==> src/rtl/sram_ctrl_arb_pkg.sv <==
// Shared types and defaults for the dual-port SRAM controller/arbiter.
package sram_ctrl_arb_pkg;

   localparam int AW_DEFAULT        = 12;
   localparam int DW_DEFAULT        = 8;
   localparam int WR_CYCLES_DEFAULT = 2;

   // Requester identity: 0 = port 0, 1 = port 1
   typedef logic port_id_t;

   typedef enum logic [2:0] {
      ST_IDLE,
      ST_WRITE,
      ST_WREC,
      ST_SENSE,
      ST_CAPT
   } state_t;

endpackage

==> src/rtl/sram_rr_arb2.sv <==
// Two-way round-robin arbiter. The pointer remembers the last granted port;
// on a tie the other port wins. Reset leaves the pointer on port 1 so that
// port 0 wins the first tie.
module sram_rr_arb2
   import sram_ctrl_arb_pkg::*;
(
   input  logic     clk,
   input  logic     reset,
   input  logic     req0,
   input  logic     req1,
   input  logic     accept,
   output port_id_t winner,
   output logic     any_req
);

   port_id_t last_reg;

   // Pick the winner from the current requests and the last-grant pointer
   always_comb begin
      any_req = req0 | req1;
      if (req0 && req1) begin
         winner = ~last_reg;
      end else if (req1) begin
         winner = 1'b1;
      end else begin
         winner = 1'b0;
      end
   end

   // Advance the pointer only when the controller actually takes a command
   always_ff @(posedge clk or posedge reset) begin
      if (reset) begin
         last_reg <= 1'b1;
      end else if (accept) begin
         last_reg <= winner;
      end
   end

endmodule

==> src/rtl/sram_ctrl_arb.sv <==
// SRAM controller with two command ports. Commands are accepted only in
// IDLE; writes hold write_en for WR_CYCLES then recover one cycle, reads
// pulse sense_en low for one cycle and capture dout in the following cycle.
module sram_ctrl_arb
   import sram_ctrl_arb_pkg::*;
#(
   parameter int AW        = AW_DEFAULT,
   parameter int DW        = DW_DEFAULT,
   parameter int WR_CYCLES = WR_CYCLES_DEFAULT
) (
   input  logic          clk,
   input  logic          reset,
   input  logic          req0,
   input  logic          req1,
   input  logic          we0,
   input  logic          we1,
   input  logic [AW-1:0] addr0,
   input  logic [AW-1:0] addr1,
   input  logic [DW-1:0] wdata0,
   input  logic [DW-1:0] wdata1,
   output logic          gnt0,
   output logic          gnt1,
   output logic [DW-1:0] rdata,
   output logic          rvalid,
   output port_id_t      rvalid_id,
   output logic          busy,
   output logic          sram_write_en,
   output logic          sram_sense_en,
   output logic [AW-1:0] sram_addr,
   output logic [DW-1:0] sram_din,
   input  logic [DW-1:0] sram_dout
);

   localparam int CW = (WR_CYCLES > 1) ? $clog2(WR_CYCLES) : 1;
   localparam logic [CW-1:0] CNT_LAST = CW'(WR_CYCLES - 1);

   state_t        state_reg, state_next;
   logic [CW-1:0] cnt_reg, cnt_next;
   port_id_t      port_reg;
   port_id_t      winner;
   logic          any_req;
   logic          accept;
   logic          capture;
   logic          sel_we;
   logic [AW-1:0] sel_addr;
   logic [DW-1:0] sel_wdata;

   sram_rr_arb2 u_arb (
      .clk     (clk),
      .reset   (reset),
      .req0    (req0),
      .req1    (req1),
      .accept  (accept),
      .winner  (winner),
      .any_req (any_req)
   );

   // Route the winning port's command fields
   always_comb begin
      sel_we    = winner ? we1    : we0;
      sel_addr  = winner ? addr1  : addr0;
      sel_wdata = winner ? wdata1 : wdata0;
   end

   // Next-state and array strobes; grants are gated by reset so nothing
   // leaks out while reset is asserted
   always_comb begin
      state_next    = state_reg;
      cnt_next      = cnt_reg;
      accept        = 1'b0;
      capture       = 1'b0;
      gnt0          = 1'b0;
      gnt1          = 1'b0;
      busy          = 1'b1;
      sram_write_en = 1'b0;
      sram_sense_en = 1'b1;
      case (state_reg)
         ST_IDLE: begin
            busy = 1'b0;
            if (any_req && !reset) begin
               accept     = 1'b1;
               gnt0       = (winner == 1'b0);
               gnt1       = (winner == 1'b1);
               cnt_next   = '0;
               state_next = sel_we ? ST_WRITE : ST_SENSE;
            end
         end
         ST_WRITE: begin
            sram_write_en = 1'b1;
            if (cnt_reg == CNT_LAST) begin
               state_next = ST_WREC;
            end else begin
               cnt_next = cnt_reg + 1'b1;
            end
         end
         ST_WREC: begin
            state_next = ST_IDLE;
         end
         ST_SENSE: begin
            sram_sense_en = 1'b0;
            state_next    = ST_CAPT;
         end
         ST_CAPT: begin
            capture    = 1'b1;
            state_next = ST_IDLE;
         end
         default: begin
            state_next = ST_IDLE;
         end
      endcase
   end

   // State, command registers and read-return registers
   always_ff @(posedge clk or posedge reset) begin
      if (reset) begin
         state_reg <= ST_IDLE;
         cnt_reg   <= '0;
         port_reg  <= 1'b0;
         sram_addr <= '0;
         sram_din  <= '0;
         rdata     <= '0;
         rvalid    <= 1'b0;
         rvalid_id <= 1'b0;
      end else begin
         state_reg <= state_next;
         cnt_reg   <= cnt_next;
         rvalid    <= capture;
         if (accept) begin
            port_reg  <= winner;
            sram_addr <= sel_addr;
            sram_din  <= sel_wdata;
         end
         if (capture) begin
            rdata     <= sram_dout;
            rvalid_id <= port_reg;
         end
      end
   end

endmodule

==> config.mk <==
export PLATFORM = sky130hd
export DESIGN_NAME = sram_ctrl_arb
export DESIGN_NICKNAME = d
export VERILOG_FILES = /design/src/rtl/sram_ctrl_arb_pkg.sv /design/src/rtl/sram_rr_arb2.sv /design/src/rtl/sram_ctrl_arb.sv
export SDC_FILE = /design/constraint.sdc
export NUM_CORES = 1
export LEC_CHECK = 0
export CAP_MARGIN = 30
export CORE_MARGIN = 4
export CORE_UTILIZATION = 40
export DETAILED_ROUTE_END_ITERATION = 10
export PLACE_DENSITY_LB_ADDON = 0.25
export SKIP_LAST_GASP = 1
export SLEW_MARGIN = 20
export SYNTH_ARGS = -nofsm -noshare
export SYNTH_HDL_FRONTEND = slang
export SYNTH_SLANG_ARGS = --single-unit
==> constraint.sdc <==
create_clock -name clk -period 2.4 [get_ports clk]
set_clock_uncertainty 0.15 [all_clocks]
set_input_delay 0.48 -clock clk [delete_from_list [all_inputs] [get_ports clk]]
set_output_delay 0.48 -clock clk [all_outputs]
set_load 0.02 [all_outputs]
* Yosys cells after proc, flatten, opt, wreduce, memory -nomap -nowiden
Cells that the tools add are included.
Storage, ports and cells: input port bits 54, word-level logic and storage cells 47, register bits 36
Operators by class: equality and inequality tests 5, bitwise gates (word level) 3, multiplexer cells 22, add/subtract/negate cells 1, reduce and logical (&&, ||, !) cells 7
Operator list (number):
- $mux W1 | 15
- $mux W12 | 1
- $pmux W3 S3 | 1
- $mux W8 | 1
- $mux W3 | 2
- $ne A2 B2 Y1 const B | 2
- $reduce_and A2 Y1 | 2
- $eq A3 B1 Y1 const B | 1
- $eq A3 B2 Y1 const B | 1
- $eq A3 B3 Y1 const B | 1
- $logic_not A3 Y1 | 1
- $logic_and A1 B1 Y1 | 2
- $mux W2 | 1
- $not A1 Y1 | 2
- $pmux W1 S2 | 1
- $reduce_bool A2 Y1 | 1
- $add A1 B1 Y1 const B | 1
- $logic_not A1 Y1 | 1
- $or A1 B1 Y1 | 1

* Depth between registers and ports, before layout
depth in word-level cells 6, depth in mapped cells 4

* Cells and area by module
Synthesis repeated with hierarchy kept, for this count alone.
Second synthesis, totals: cell total of the unflattened synthesis 141, area total of the unflattened synthesis 1656.6 µm²
Modules (own cells, without submodules):
- sram_ctrl_arb | cells each 136, sequential area each 875.8 µm², instances 1, area an instance 1594.0 µm²
- sram_rr_arb2 | cells each 5, sequential area each 26.3 µm², instances 1, area an instance 62.6 µm²

* Worst setup path after synthesis
No wires, ideal clock.
path kind reg2out, from register state_reg[2], to output port gnt0, cell stages (with the launch flop) 4, path buffers 0, slack 341 ps, data required time 1770 ps, arrival time 1429 ps, path through dfrtp_1 or3_4 or2_1 nor2_1
On the way: word-level cells in the longest chain between the ends 2
RTL lines:
- from (decl) | line sram_ctrl_arb.sv:37 | state_t state_reg, state_next;
- from (signal assigned) | line sram_ctrl_arb.sv:125 | state_reg <= state_next;
- $logic_not A3 Y1 | line sram_ctrl_arb.sv:77 | case (state_reg)
- $mux W1 | line sram_ctrl_arb.sv:77
- to (decl) | line sram_ctrl_arb.sv:21 | output logic gnt0,
No other way between the ends.

* Final worst setup path
from input port reset, to output port gnt0
On the way: word-level cells in the longest chain between the ends 4
RTL lines:
- from (decl) | line sram_ctrl_arb.sv:12 | input logic reset,
- $logic_not A1 Y1 (no line)
- $logic_and A1 B1 Y1 | line sram_ctrl_arb.sv:80 | if (any_req && !reset) begin
- $mux W1 | line sram_ctrl_arb.sv:80
- $mux W1 | line sram_ctrl_arb.sv:77
No other way between the ends.

==> impl_metrics.csv <==
group,metric,value,unit
sta,max_freq,428.8,MHz
cells_and_area,antenna_cells,0,
pwr,p_int,2299,uW
cts,clkSinkCount,36,
floorplanning,die_w,74.79,um
synthesis,netlist_area,1784,um^2
synthesis,yosys-top-cells-area,"dfrtp_1, mux2_2, mux2_4",
cts,cts_buffers,5,
pwr,swShare,33.70,%
cells_and_area,reg_top3,"sram_addr: 12 flops, rdata: 8 flops, sram_din: 8 flops",
floorplanning,ios,89,
synthesis,synth.avg_cell_area,15.51,um^2
placement,dp_cells,262,
synthesis,ys_types,25,
pwr,p_total,3467,uW
floorplanning,core,4324,um^2
hold_path,hold_path_class,"reg2reg",
drt,ant_nets,0,
cells_and_area,final_cells,270,
drt,drt-initial-drc-count,24,
drt,drc,0,
drt,vias,1276,
cells_and_area,fin_util,66.17,%
sta,hold_viol,0,
floorplanning,dieArea,5593,um^2
sta,report.final.slew_viol_count,0,
synthesis,syn-num-nets,169,
placement,dp_hpwl,3.404,mm
pwr,p_leak,0.001246,uW
global_route,antenna_found_initial,0,
synthesis,syn-instance-count,115,
pwr,p_comb_share,54.1,%
synthesis,yosys_register_bits,36,
drt,viasPerCell,4.726,
drt,firstDrtPassIters,4,
sta,slew_headroom,65.13,%
cts,cts-root-buf,"clkbuf_8",
global_route,grt_pass1_vias,1406,
floorplanning,die_h,74.79,um
global_route,grt_max_degree,23,
cts,cts_tree,"done",
setup_path,path_class,"in2out",
sta,fin_crit,2.332,ns
cts,clock_latency,0.28,ns
cts,clk_pin_slew,0.07,ns
pwr,ir_drop,0.0008729,V
synthesis,yosysTopAreaCell,"dfrtp_1",
synthesis,synth-seq-area-share,50.56,%
placement,dp_slack,-0.3849,ns
pwr,seqPwrFrac,31.2,%
cells_and_area,syn_to_final_growth,60.38,%
sta,whs,0.3618,ns
cts,ctsHoldBuffers,0,
sta,min_period_over_period,97.18,%
global_route,grt_pass1_wl,6.644,mm
pwr,pwr_density_cell,1212,nW/um^2
cells_and_area,layout.nets,271,
cells_and_area,drive_gt1_share,35.32,%
setup_path,cp.arrival,1.70,ns
pwr,pwr-share-clk,14.7,%
cts,post_cts_buffers,0,
cells_and_area,regMostFlops,"sram_addr",
cells_and_area,largest_reg_flops,12,
cts,cts_buffer_depth,2,
sta,timing.final.ws_setup,0.06773,ns
setup_path,cp-start-kind,"input port",
setup_path,r2r_slack,0.44,ns
drt,wl_per_cell,15.99,um
sta,setup_viol,0,
sta,rsz0062_at_grt,"yes",
cts,cts-htree-levels,2,
drt,wl,4.317,mm
status,outcome,"finished clean",
pwr,power_switching,1168,uW
sta,worst_slew_pin_slew,0.5224,ns
setup_path,end_kind,"output pin",
synthesis,synth_top_area_share,49.09,%
setup_path,critPathMaxFanout,3,
floorplanning,initial_core_util,41.26,%
synthesis,synth-warning-count,0,
floorplanning,floorplan.rows,24,
global_route,grt_overflow,0,
placement,place_congestion,0.8505,
global_route,track_usage,15.93,%
setup_path,cp.required,1.77,ns
placement,port_buffers,88,
job,cap_violations,0,
## per-layer routing
layer  GRT usage (%)  routed length, um  up-vias
met5               0                  0        -
met4           4.941                 40        0
met3           6.008                364        4
met2           28.00               2258       48
met1           17.91               1654      609
li1                -                  -      615
## layout make-up
cell class              count  area, um^2
well taps                  52       65.06
clock inverters             2       35.03
fillers                   335        1463
flip-flops and latches     36       902.1
clock buffers               6       72.57
inverters                   3       11.26
repair buffers            100       959.7
multi-input cells          71       815.8
## cell families (layout without fill, tap and decap cells)
logic type / Yosys count / after routing / share of synthesized area, %
AOI/OAI and AO/OA: 6 / 6 / 2.945
buffers and inverters: 8 / 111 / 3.716
DFF: 36 / 36 / 50.56
muxes: 52 / 52 / 36.82
and+or+nand+nor: 13 / 13 / 5.961
## critical path, stage by stage
cell and delay (ns):
clkdlybuf4s50_1 0.42, o21bai_2 0.26, or2_1 0.26, nor2_1 0.11, buf_2 0.17
## metrics by stage
stage | area [um^2] | TNS (ns)
6_report | 2861 | 0
4_1_cts | 2873 | -0.03913
3_5_place_dp | 2765 | -0.9251
5_1_grt | 2861 | -0.02031
3_3_place_gp | 2765 | -0.6212
2_1_floorplan | 1784 | 0
## worst paths after layout
check / startpoint / cells past startpoint / to
setup / recovery: reset / 5 / gnt0
hold / removal: sram_din[1] / 1 / sram_din[1]
min in group asynchronous: reset / 3 / state_reg[1]
hold reg to reg: sram_din[1] / 1 / sram_din[1]
max in group asynchronous: reset / 4 / sram_addr[8]
setup reg to reg: state_reg[1] / 4 / sram_din[0]
## cell usage after synthesis
cell type	number
dfstp_2	1
nor3b_1	2
mux2_4	19
a21oi_1	1
nand2b_1	1
buf_2	3
dfrtp_1	35
mux2_2	31
mux2_1	2
nor4_1	1
inv_1	3
or4bb_2	1
nand3b_1	1
nor2_1	1
and2_1	1
buf_12	2
o21ai_0	2
nor2b_1	1
o21bai_2	1
nor2_8	1
or3_4	1
a21o_1	1
or2_1	1
a21boi_4	1
nor3_1	1
## repair_timing
item                                    4_1_cts  5_1_grt
endpoints found under the setup margin        3        2
resized for setup                             6        2
hold endpoints to repair                      0        0
## layout by cell type, fill, tap and decap left out, types with 2 or more instances in the layout
cell type,netlist,layout
clkdlybuf4s50_1,0,85
dfrtp_1,35,35
mux2_2,31,31
mux2_4,19,19
buf_4,0,12
clkbuf_8,0,5
inv_1,3,3
mux2_1,2,2
nor3b_1,2,2
o21ai_0,2,2
## power by group through the flow
stage | logic [uW] | clock network (uW) | registers (uW)
floorplan | 789 | 0 | 1390
global placement | 1880 | 0 | 1070
detailed placement | 1900 | 0 | 1090
CTS | 1910 | 527 | 1080
global route | 1980 | 556 | 1120
finish | 1880 | 509 | 1080
No activity file was read; power rests on OpenSTA's default activity.
